--- config.mk ---
export PLATFORM = sky130hd
export DESIGN_NAME = spike_aer_arbiter_flat
export DESIGN_NICKNAME = d
export VERILOG_FILES = /design/src/rtl/snn_pkg.sv /design/src/rtl/spike_aer_arbiter_if.sv /design/src/rtl/rr_priority_select.sv /design/src/rtl/spike_aer_arbiter.sv /design/src/flat_wrapper.sv
export SDC_FILE = /design/constraint.sdc
export NUM_CORES = 1
export LEC_CHECK = 0
export BUFFER_PORTS_ARGS = -buffer_cell sky130_fd_sc_hd__buf_2
export CAP_MARGIN = 20
export CORE_MARGIN = 4
export CORE_UTILIZATION = 50
export CTS_BUF_LIST = sky130_fd_sc_hd__clkbuf_2
export CTS_CLUSTER_SIZE = 14
export DETAILED_ROUTE_END_ITERATION = 10
export GPL_ROUTABILITY_DRIVEN = 0
export GPL_TIMING_DRIVEN = 0
export PLACE_DENSITY_LB_ADDON = 0.12
export SYNTH_ARGS = -nofsm -noshare
export SYNTH_HDL_FRONTEND = slang
export SYNTH_SLANG_ARGS = --single-unit
--- constraint.sdc ---
create_clock -name clk -period 11 [get_ports clk]
set_input_delay 1.1 -clock clk [delete_from_list [all_inputs] [get_ports clk]]
set_output_delay 1.1 -clock clk [all_outputs]
set_load 0.02 [all_outputs]
--- src/rtl/snn_pkg.sv ---
// Shared definitions for the spike/AER blocks: address-width helper, default
// counter width and the address-event record.
package snn_pkg;

   // $clog2 returns 0 for a single entry; an address bus is never narrower than 1 bit.
   function automatic int clog2_safe(input int n);
      return (n <= 2) ? 1 : $clog2(n);
   endfunction

   localparam int NUM_CH_DEF = 8;
   localparam int DROP_W_DEF = 16;
   localparam int ADDR_W_DEF = clog2_safe(NUM_CH_DEF);

   typedef struct packed {
      logic                  valid;
      logic [ADDR_W_DEF-1:0] addr;
   } aer_event_t;

endpackage

--- src/rtl/spike_aer_arbiter_if.sv ---
// AER output stream. An event transfers on a rising edge where aer_valid and
// aer_ready are both high; once raised, aer_valid and aer_addr hold until that transfer.
interface spike_aer_arbiter_if #(
   parameter int ADDR_W = 3
) ();

   logic              aer_valid;
   logic [ADDR_W-1:0] aer_addr;
   logic              aer_ready;

   modport master (
      output aer_valid,
      output aer_addr,
      input  aer_ready
   );

   modport slave (
      input  aer_valid,
      input  aer_addr,
      output aer_ready
   );

endinterface

--- src/rtl/rr_priority_select.sv ---
// Combinational round-robin find-first: returns the first set request at or
// after ptr, wrapping from NUM_CH-1 back to 0.
module rr_priority_select #(
   parameter int NUM_CH = 8,
   parameter int ADDR_W = 3
) (
   input  logic [NUM_CH-1:0] req,
   input  logic [ADDR_W-1:0] ptr,
   output logic              gnt_valid,
   output logic [ADDR_W-1:0] gnt_idx
);

   // Scan from the farthest offset down so the nearest hit is written last and wins.
   always_comb begin
      gnt_valid = 1'b0;
      gnt_idx   = '0;
      for (int off = NUM_CH - 1; off >= 0; off--) begin
         int                cand;
         logic [ADDR_W-1:0] cand_idx;
         cand = int'(ptr) + off;
         if (cand >= NUM_CH) begin
            cand = cand - NUM_CH;
         end
         cand_idx = ADDR_W'(cand);
         if (req[cand_idx]) begin
            gnt_valid = 1'b1;
            gnt_idx   = cand_idx;
         end
      end
   end

endmodule

--- src/rtl/spike_aer_arbiter.sv ---
// Merges NUM_CH single-cycle spike trains into one AER valid/ready stream with
// one pending event per channel, round-robin grant and a saturating drop counter.
module spike_aer_arbiter
   import snn_pkg::*;
#(
   parameter int NUM_CH = 8,
   parameter int ADDR_W = clog2_safe(NUM_CH),
   parameter int DROP_W = DROP_W_DEF
) (
   input  logic                clk,
   input  logic                rst_n,
   input  logic                enable,
   input  logic [NUM_CH-1:0]   spike_in,
   spike_aer_arbiter_if.master aer,
   output logic                drop_pulse,
   output logic [DROP_W-1:0]   drop_count,
   output logic                busy
);

   // Wide enough to hold the counter maximum plus NUM_CH drops without wrapping.
   localparam int                SUM_W    = DROP_W + ADDR_W + 1;
   localparam logic [DROP_W-1:0] DROP_MAX = '1;

   logic [NUM_CH-1:0] pending_q;
   logic [NUM_CH-1:0] pending_d;
   logic [NUM_CH-1:0] spike_en;
   logic [NUM_CH-1:0] gnt_mask;
   logic [NUM_CH-1:0] drop_vec;
   logic              out_valid_q;
   logic [ADDR_W-1:0] out_addr_q;
   logic [ADDR_W-1:0] rr_ptr_q;
   logic [ADDR_W-1:0] ptr_next;
   logic              gnt_valid;
   logic [ADDR_W-1:0] gnt_idx;
   logic              slot_free;
   logic              grant;
   logic              drop_pulse_q;
   logic [DROP_W-1:0] drop_count_q;
   logic [SUM_W-1:0]  drop_sum;
   logic [DROP_W-1:0] drop_next;

   rr_priority_select #(
      .NUM_CH (NUM_CH),
      .ADDR_W (ADDR_W)
   ) u_select (
      .req       (pending_q),
      .ptr       (rr_ptr_q),
      .gnt_valid (gnt_valid),
      .gnt_idx   (gnt_idx)
   );

   always_comb begin
      slot_free = !out_valid_q || aer.aer_ready;
      grant     = enable && slot_free && gnt_valid;
      gnt_mask  = '0;
      if (grant) begin
         gnt_mask[gnt_idx] = 1'b1;
      end
      spike_en = enable ? spike_in : '0;
      // A spike only drops when its channel still holds an event that is not leaving this cycle.
      drop_vec  = spike_en & pending_q & ~gnt_mask;
      pending_d = enable ? ((pending_q & ~gnt_mask) | spike_en) : '0;
      ptr_next  = (gnt_idx == ADDR_W'(NUM_CH - 1)) ? '0 : gnt_idx + 1'b1;
      drop_sum  = SUM_W'(drop_count_q) + SUM_W'($countones(drop_vec));
      drop_next = (drop_sum > SUM_W'(DROP_MAX)) ? DROP_MAX : drop_sum[DROP_W-1:0];
   end

   always_ff @(posedge clk) begin
      if (!rst_n) begin
         pending_q    <= '0;
         out_valid_q  <= 1'b0;
         out_addr_q   <= '0;
         rr_ptr_q     <= '0;
         drop_pulse_q <= 1'b0;
         drop_count_q <= '0;
      end else begin
         pending_q    <= pending_d;
         drop_pulse_q <= |drop_vec;
         drop_count_q <= drop_next;
         if (grant) begin
            out_valid_q <= 1'b1;
            out_addr_q  <= gnt_idx;
            rr_ptr_q    <= ptr_next;
         end else if (aer.aer_ready) begin
            out_valid_q <= 1'b0;
         end
      end
   end

   assign aer.aer_valid = out_valid_q;
   assign aer.aer_addr  = out_addr_q;
   assign drop_pulse    = drop_pulse_q;
   assign drop_count    = drop_count_q;
   assign busy          = (|pending_q) | out_valid_q;

endmodule

--- src/flat_wrapper.sv ---
// flat-port wrapper written by rule: the top's interface ports become plain ports
module spike_aer_arbiter_flat import snn_pkg::*;
#(
   parameter int NUM_CH = 8,
   parameter int ADDR_W = clog2_safe(NUM_CH),
   parameter int DROP_W = DROP_W_DEF
)
  (clk, rst_n, enable, spike_in, drop_pulse, drop_count, busy, aer_aer_valid, aer_aer_addr, aer_aer_ready);
  spike_aer_arbiter_if #(.ADDR_W(ADDR_W)) aer_i ();
  input  logic clk;
  input  logic rst_n;
  input  logic enable;
  input  logic [NUM_CH-1:0] spike_in;
  output logic drop_pulse;
  output logic [DROP_W-1:0] drop_count;
  output logic busy;
  output wire logic [$bits(aer_i.aer_valid)-1:0] aer_aer_valid;
  output wire logic [$bits(aer_i.aer_addr)-1:0] aer_aer_addr;
  input wire logic [$bits(aer_i.aer_ready)-1:0] aer_aer_ready;
  assign aer_aer_valid = aer_i.aer_valid;
  assign aer_aer_addr = aer_i.aer_addr;
  assign aer_i.aer_ready = aer_aer_ready;
  spike_aer_arbiter #(.NUM_CH(NUM_CH), .ADDR_W(ADDR_W), .DROP_W(DROP_W)) u_core (.clk(clk), .rst_n(rst_n), .enable(enable), .spike_in(spike_in), .aer(aer_i), .drop_pulse(drop_pulse), .drop_count(drop_count), .busy(busy));
endmodule
==> results of run 1 <==
## metal layers
metal	global-route usage, %	vias to the layer above	share of wire (%)
met4	8.92	0	3.2
li1	-	1238	-
met2	32.8	57	46
met5	0	-	0
met1	26.6	1171	47
met3	2.98	21	3.5
## registers in the layout (all words and copies together) (netlist names)
signal and cells:
u_core.aer.aer_addr 3, u_core.aer.aer_valid 1, u_core.drop_count 16, u_core.drop_pulse 1, u_core.pending_q 8, u_core.rr_ptr_q 3
## layout make-up
type	instances	area, um^2
Sequential cell	32	641
Tap cell	72	90.1
Multi-Input combinational cell	243	1960
Clock buffer	5	25.0
Fill cell	541	2370
Buffer	20	130
Clock inverter	3	18.8
Inverter	29	109
Timing Repair Buffer	33	165
## kinds of logic (layout without fill, tap and decap cells)
family	after synthesis	after routing	synth area share [%]
multiplexers	33	33	17.5
XOR/XNOR	18	18	5.56
buffers and inverters	49	90	8.42
AND/OR/NAND/NOR	97	97	16.4
adder cells (fa/ha/maj)	20	20	10.4
flip-flops	32	32	22.6
AO/OA/AOI/OAI	75	75	19.1
## tightest hold or removal path: cells and delay by family (launching register included)
family	cells	cell delay, ps
AND/OR/NAND/NOR	1	50
AO/OA/AOI/OAI	1	50
flip-flops	1	340
## through the flow
step	cells	setup slack, ps	utilization [%]
final	437	3440	57.0
after global routing	437	2900	57.0
after CTS	437	3550	57.0
after detailed placement	429	3580	56.2
after global placement	429	3590	56.2
after floorplan	324	4410	-
## power by group through the flow
stage	combinational (W)	sequential, W	clock [W]
after floorplan	0.000299	0.000146	0
after global placement	0.000375	0.000139	0
after detailed placement	0.000380	0.000139	0
after CTS	0.000382	0.000136	0.0000619
after global routing	0.000421	0.000138	0.0000662
final	0.000387	0.000136	0.0000598
## worst paths after layout
path         slack [ps]                           startpoint  cells after the start                             endpoint
max                3440      u_core.rr_ptr_q[1]$_SDFFE_PN0P_                     28      u_core.drop_count[6]$_SDFF_PN0_
min                 470  u_core.aer.aer_addr[1]$_SDFFE_PN0P_                      2  u_core.aer.aer_addr[1]$_SDFFE_PN0P_
max reg2reg        3440      u_core.rr_ptr_q[1]$_SDFFE_PN0P_                     28      u_core.drop_count[6]$_SDFF_PN0_
min reg2reg         470  u_core.aer.aer_addr[1]$_SDFFE_PN0P_                      2  u_core.aer.aer_addr[1]$_SDFFE_PN0P_
## cells in the mapped netlist (2+ instances only)
library cell and n:
sky130_fd_sc_hd__ha_1 14, sky130_fd_sc_hd__nand3_1 8, sky130_fd_sc_hd__a22o_1 2, sky130_fd_sc_hd__clkbuf_1 9, sky130_fd_sc_hd__dfxtp_1 32, sky130_fd_sc_hd__nand2_1 28, sky130_fd_sc_hd__or2_2 5, sky130_fd_sc_hd__inv_1 28
sky130_fd_sc_hd__mux2_2 6, sky130_fd_sc_hd__nand2b_1 3, sky130_fd_sc_hd__a41oi_1 2, sky130_fd_sc_hd__xnor2_1 10, sky130_fd_sc_hd__buf_6 5, sky130_fd_sc_hd__o31ai_1 4, sky130_fd_sc_hd__mux4_2 11, sky130_fd_sc_hd__a21o_1 4
sky130_fd_sc_hd__nor2b_1 4, sky130_fd_sc_hd__and3_1 2, sky130_fd_sc_hd__a21boi_0 2, sky130_fd_sc_hd__mux2i_1 14, sky130_fd_sc_hd__nor4_1 2, sky130_fd_sc_hd__nor2_1 24, sky130_fd_sc_hd__a221oi_1 2, sky130_fd_sc_hd__o21ai_0 7
sky130_fd_sc_hd__a21oi_1 30, sky130_fd_sc_hd__nor3_1 7, sky130_fd_sc_hd__a211o_1 2, sky130_fd_sc_hd__buf_2 5, sky130_fd_sc_hd__or3_1 3, sky130_fd_sc_hd__a211oi_1 2, sky130_fd_sc_hd__xor2_1 8, sky130_fd_sc_hd__fa_1 6
sky130_fd_sc_hd__or2_1 5
==> qor.txt, run 1 <==
MIN PATH
--------------------------------------------------------------------------------
Path type of the worst min-delay path ............................. flip-flop to flip-flop

CTS
--------------------------------------------------------------------------------
TritonCTS clock tree ..............................................          yes
Clock latency reported for the late side of the worst-skew pair ...       380 ps
Total number of H-tree levels .....................................            2
Total clock buffers created by CTS ................................            5
Hold buffer count at CTS ..........................................            0
Clock sinks .......................................................           32
Total of cells resized after clock tree synthesis .................            0
Clock Pin Slew Worst Setup and Hold Paths .........................       180 ps
CTS root buffer ................................................... sky130_fd_sc_hd__clkbuf_2
Total setup buffers inserted after CTS ............................            0
Max Root-Sink Buffers .............................................            2

SYNTH
--------------------------------------------------------------------------------
Post-synthesis instance area ...................................... 0.00284 mm^2
Mean instance size in the synthesized netlist .....................    8.76 um^2
Yosys cell types ..................................................           61
Area share of the largest cell type after synthesis ...............        22.6%
Synthesized netlist net count .....................................          356
Post-synthesis sequential element count ...........................           32
Sequential fraction of the synthesis area .........................        22.6%
Yosys warnings ....................................................            0
EDFF count, synth .................................................            0
Top area cells in the synthesized netlist ......................... sky130_fd_sc_hd__dfxtp_1 (23%), sky130_fd_sc_hd__mux4_2 (8.7%), sky130_fd_sc_hd__ha_1 (6.2%)
Top FF cell, synth ................................................ sky130_fd_sc_hd__dfxtp_1
Post-synthesis async set-or-reset flop share ......................           0%
Leading area contributor after synthesis .......................... sky130_fd_sc_hd__dfxtp_1
Gate count of the mapped netlist ..................................          324

DRT
--------------------------------------------------------------------------------
Detailed-router iteration count before antenna repair .............            4
Final WL ..........................................................      6.82 mm
Antenna viol nets, final ..........................................            0
Routed length per placed instance .................................      15.6 um
Number of vias per cell ...........................................         5.69
Routed vias .......................................................         2487
First-iteration detailed-routing DRC count ........................          158
DRC violation count after routing .................................            0

POWER AND IR DROP
--------------------------------------------------------------------------------
Portion of total power attributed to combinational logic ..........        66.4%
Power, Total ......................................................   0.000582 W
Fraction of power consumed by sequential logic ....................        23.4%
Net switching fraction of the power ...............................        47.6%
Total net switching power .........................................   0.000277 W
Design internal power .............................................   0.000305 W
Power share of the clock group ....................................        10.3%
Peak supply drop ..................................................      81.6 uV
Power density over cell area ......................................  186 mW/mm^2
Static leakage power ..............................................      1.29 nW

FLOORPLAN
--------------------------------------------------------------------------------
Die H .............................................................      83.3 um
Total core area ................................................... 0.00551 mm^2
Num ports .........................................................           34
Effective utilization at floorplan ................................        51.5%
Area of the die ................................................... 0.00694 mm^2
Die X-Extent ......................................................      83.3 um
Total number of placement rows ....................................           27

PLACEMENT
--------------------------------------------------------------------------------
DP Area ........................................................... 0.00309 mm^2
IO Port Bufs ......................................................           33
HPWL after detailed placement .....................................      5.28 mm

STA
--------------------------------------------------------------------------------
Smallest hold slack ...............................................       467 ps
Final period utilization ..........................................        68.7%
Final Max Slew Viols ..............................................            0
Setup repair after global routing missed its margin ...............           no
Rel. slew slack ...................................................        49.2%
Worst clock skew ..................................................      20.3 ps
Max frequency .....................................................      132 MHz
Count of final setup violators ....................................            0
Minimum clock period ..............................................      7560 ps
Slew at the pin with the worst max-slew slack .....................       763 ps
Number of failing hold endpoints at the final stage ...............            0
Sum Neg Setup Slack ...............................................         0 ps

GLOBAL ROUTING
--------------------------------------------------------------------------------
All-layer global routing usage ....................................        20.2%
Via count of the first global-routing pass ........................         2437
Largest net degree at the start of global routing .................           12
First-pass GRT wire length ........................................      11.7 mm
Total gr overflow .................................................            0
Number of antenna violations at the first check in global routing .            0

WORST SETUP PATH
--------------------------------------------------------------------------------
Crit path buffers/inverters .......................................            7
Critical path fanouts, max ........................................           10
Setup crit start kind .............................................    flip-flop
Class of the most critical setup path ............................. flip-flop to flip-flop
Capturing element type of the critical path .......................    flip-flop
CP top delay family ............................................... compound AO/OA/AOI/OAI gates
Critical path's largest stage delay ...............................       630 ps
Arrival time at the worst endpoint ................................      7880 ps
Required arrival time at the worst endpoint .......................     11320 ps
Slowest-stage cell, CP ............................................ sky130_fd_sc_hd__a221oi_1
Dominant cell type by count on the critical path .................. sky130_fd_sc_hd__fa_1

CELLS AND AREA
--------------------------------------------------------------------------------
Layout cell share with drive strength beyond 1 ....................        22.7%
Post-layout instance area ......................................... 0.00314 mm^2
ANT cells .........................................................            0
Leading cell type in the layout, fill and taps excluded ........... sky130_fd_sc_hd__buf_2
Commonest cells after routing, fill and taps aside ................ sky130_fd_sc_hd__buf_2 (38), sky130_fd_sc_hd__dfxtp_1 (32), sky130_fd_sc_hd__a21oi_1 (30), sky130_fd_sc_hd__inv_1 (28), sky130_fd_sc_hd__nand2_1 (28)
Area growth from synthesis to final layout ........................        10.5%
# nets final ......................................................          396

RUN
--------------------------------------------------------------------------------
Max_cap viols .....................................................            0

RUN STATUS
--------------------------------------------------------------------------------
Result of the run ................................................. finished, final reports clean

(Power assumes the default switching activity.)
==> run 2: changes to the inputs <==
clock period = 7.5 ns   (was 11 ns; I/O delays follow)
==> run 2 against run 1 <==
Global-route usage unchanged. Clock-buffer cell count is the same. Worst setup slack got worse by 3100 ps. Critical endpoint unchanged. First-iteration DRC count decreased by 13%. Highest routed layer unchanged.
==> qor.txt, run 2 (synthesis gave the netlist of run 1 again) <==
RUN STATUS
----------------------------------------------------------------------------------
Result of the run ................................................... finished, final reports clean   unchanged

CTS
----------------------------------------------------------------------------------
Clock sinks .........................................................           32   unchanged
Max Root-Sink Buffers ...............................................            2   unchanged
TritonCTS clock tree ................................................          yes   unchanged
Clock Pin Slew Worst Setup and Hold Paths ...........................       180 ps   about the same
Clock latency reported for the late side of the worst-skew pair .....       390 ps   was 380 ps
Total clock buffers created by CTS ..................................            5   unchanged
Total number of H-tree levels .......................................            2   unchanged
CTS root buffer ..................................................... sky130_fd_sc_hd__clkbuf_2   unchanged

POWER AND IR DROP
----------------------------------------------------------------------------------
Power, Total ........................................................   0.000887 W   was 0.000582 W
Design internal power ...............................................   0.000461 W   was 0.000305 W
Net switching fraction of the power .................................        48.0%   was 47.6%
Fraction of power consumed by sequential logic ......................        22.6%   was 23.4%
Power density over cell area ........................................  277 mW/mm^2   was 186 mW/mm^2
Portion of total power attributed to combinational logic ............        67.5%   was 66.4%
Power share of the clock group ......................................         9.9%   was 10.3%
Static leakage power ................................................      1.31 nW   was 1.29 nW
Total net switching power ...........................................   0.000426 W   was 0.000277 W
Peak supply drop ....................................................       125 uV   was 81.6 uV

CELLS AND AREA
----------------------------------------------------------------------------------
Flip-flop count of the largest register, all copies and words added .           16   unchanged
Layout cell share with drive strength beyond 1 ......................        25.5%   was 22.7%
Area growth from synthesis to final layout ..........................        13.0%   was 10.5%
Leading cell type in the layout, fill and taps excluded ............. sky130_fd_sc_hd__buf_2   unchanged
# nets final ........................................................          396   unchanged
Final core occ ......................................................        58.2%   was 57.0%
Post-layout instance area ........................................... 0.00321 mm^2   was 0.00314 mm^2
Commonest cells after routing, fill and taps aside .................. sky130_fd_sc_hd__buf_2 (37), sky130_fd_sc_hd__dfxtp_1 (31), sky130_fd_sc_hd__a21oi_1 (30), sky130_fd_sc_hd__inv_1 (28), sky130_fd_sc_hd__nand2_1 (28)   was sky130_fd_sc_hd__buf_2 (38), sky130_fd_sc_hd__dfxtp_1 (32), sky130_fd_sc_hd__a21oi_1 (30), sky130_fd_sc_hd__inv_1 (28), sky130_fd_sc_hd__nand2_1 (28)
ANT cells ...........................................................            0   unchanged

DRT
----------------------------------------------------------------------------------
First-iteration detailed-routing DRC count ..........................          137   was 158
DRC violation count after routing ...................................            0   unchanged
Number of vias per cell .............................................         5.70   was 5.69
Routed vias .........................................................         2491   was 2487
Routed length per placed instance ...................................      15.7 um   was 15.6 um
Antenna viol nets, final ............................................            0   unchanged
Final WL ............................................................      6.88 mm   was 6.82 mm
Detailed-router iteration count before antenna repair ...............            4   unchanged

STA
----------------------------------------------------------------------------------
Setup repair after global routing missed its margin .................           no   unchanged
Max frequency .......................................................      140 MHz   was 132 MHz
Setup WS post-layout ................................................       372 ps   was 3440 ps
Slew at the pin with the worst max-slew slack .......................       648 ps   was 763 ps
Rel. slew slack .....................................................        56.3%   was 49.2%
Final period utilization ............................................        95.0%   was 68.7%
Final Max Slew Viols ................................................            0   unchanged
Worst clock skew ....................................................      29.8 ps   was 20.3 ps
Number of failing hold endpoints at the final stage .................            0   unchanged
Sum Neg Setup Slack .................................................         0 ps   unchanged
Count of final setup violators ......................................            0   unchanged
Minimum clock period ................................................      7130 ps   was 7560 ps

GLOBAL ROUTING
----------------------------------------------------------------------------------
First-pass GRT wire length ..........................................      11.7 mm   unchanged
Largest net degree at the start of global routing ...................           12   unchanged
Total gr overflow ...................................................            0   unchanged
All-layer global routing usage ......................................        20.2%   unchanged
Number of antenna violations at the first check in global routing ...            0   unchanged
Via count of the first global-routing pass ..........................         2437   unchanged

WORST SETUP PATH
----------------------------------------------------------------------------------
Slowest-stage cell, CP .............................................. sky130_fd_sc_hd__mux4_2   was sky130_fd_sc_hd__a221oi_1
Class of the most critical setup path ............................... flip-flop to flip-flop   unchanged
Critical path's largest stage delay .................................       540 ps   was 630 ps
Required arrival time at the worst endpoint .........................      7820 ps   was 11320 ps
Setup crit start kind ...............................................    flip-flop   unchanged
Capturing element type of the critical path .........................    flip-flop   unchanged
Arrival time at the worst endpoint ..................................      7450 ps   was 7880 ps
Dominant cell type by count on the critical path .................... sky130_fd_sc_hd__fa_1   unchanged
Critical path fanouts, max ..........................................           10   unchanged
Flop-to-flop setup slack ............................................       370 ps   was 3440 ps

FLOORPLAN
----------------------------------------------------------------------------------
Die X-Extent ........................................................      83.3 um   unchanged
Total core area ..................................................... 0.00551 mm^2   unchanged
Total number of placement rows ......................................           27   unchanged
Area of the die ..................................................... 0.00694 mm^2   unchanged
Die H ...............................................................      83.3 um   unchanged
Num ports ...........................................................           34   unchanged
Effective utilization at floorplan ..................................        51.5%   unchanged

PLACEMENT
----------------------------------------------------------------------------------
DP Worst Slack ......................................................      75.1 ps   was 3580 ps
DP Area ............................................................. 0.00309 mm^2   unchanged
HPWL after detailed placement .......................................      5.28 mm   unchanged
IO Port Bufs ........................................................           33   unchanged

MIN PATH
----------------------------------------------------------------------------------
Path type of the worst min-delay path ............................... flip-flop to flip-flop   unchanged

RUN
----------------------------------------------------------------------------------
Max_cap viols .......................................................            0   unchanged

==> run 2: what timing repair did <==
| action | CTS | global route |
|---|---|---|
| hold buffers | 0 | 0 |
| hold endpoints to repair | 0 | 0 |
| setup endpoints to repair | 0 | 15 |
| gates resized for setup | 0 | 17 |
| buffers inserted | 0 | 0 |
==> run 2: path summary, 6_finish.rpt <==
| path | from | end | depth (start not counted) |
|---|---|---|---|
| setup / recovery | u_core.rr_ptr_q[0]$_SDFFE_PN0P_ | u_core.drop_count[6]$_SDFF_PN0_ | 29 |
| hold / removal | u_core.aer.aer_addr[1]$_SDFFE_PN0P_ | u_core.aer.aer_addr[1]$_SDFFE_PN0P_ | 2 |
| setup reg to reg | u_core.rr_ptr_q[0]$_SDFFE_PN0P_ | u_core.drop_count[6]$_SDFF_PN0_ | 29 |
| hold reg to reg | u_core.aer.aer_addr[1]$_SDFFE_PN0P_ | u_core.aer.aer_addr[1]$_SDFFE_PN0P_ | 2 |
==> run 2: power by group through the flow <==
stage / Combinational [W] / Clock [W] / Sequential [W]
after floorplan: 0.000438 / 0 / 0.000214
after global placement: 0.000550 / 0 / 0.000204
after detailed placement: 0.000558 / 0 / 0.000204
after CTS: 0.000560 / 0.0000908 / 0.000200
after global routing: 0.000650 / 0.0000972 / 0.000202
final: 0.000599 / 0.0000878 / 0.000200
==> run 2: worst max-delay path: cells and delay by family, from the launching register on <==
family                     cells  cell delay, ps
muxes                          2             680
and+or+nand+nor                7            1440
DFF                            1             380
adders and majority gates      6            2130
AOI/OAI and AO/OA              6            1330
buffers and inverters          8            1120
==> run 2: per-layer routing <==
metal	GRT usage, %	routed length [um]
met5	0	0
met4	8.92	215
met3	2.98	223
met2	32.8	3230
met1	26.6	3210
==> run 2: metrics by stage <==
step	std cells	hold WS, ps
2_1_floorplan	324	535
4_1_cts	437	467
3_5_place_dp	429	447
5_1_grt	437	509
6_report	437	466
3_3_place_gp	429	445
==> run 2: layout make-up <==
type,count,area (um^2)
inverter,29,109
fill,531,2300
timing repair buffer,33,165
clock buffer,5,25.0
sequential,32,642
clock inverter,3,18.8
tap,72,90.1
multi-input combinational,243,2020
buffer,20,136
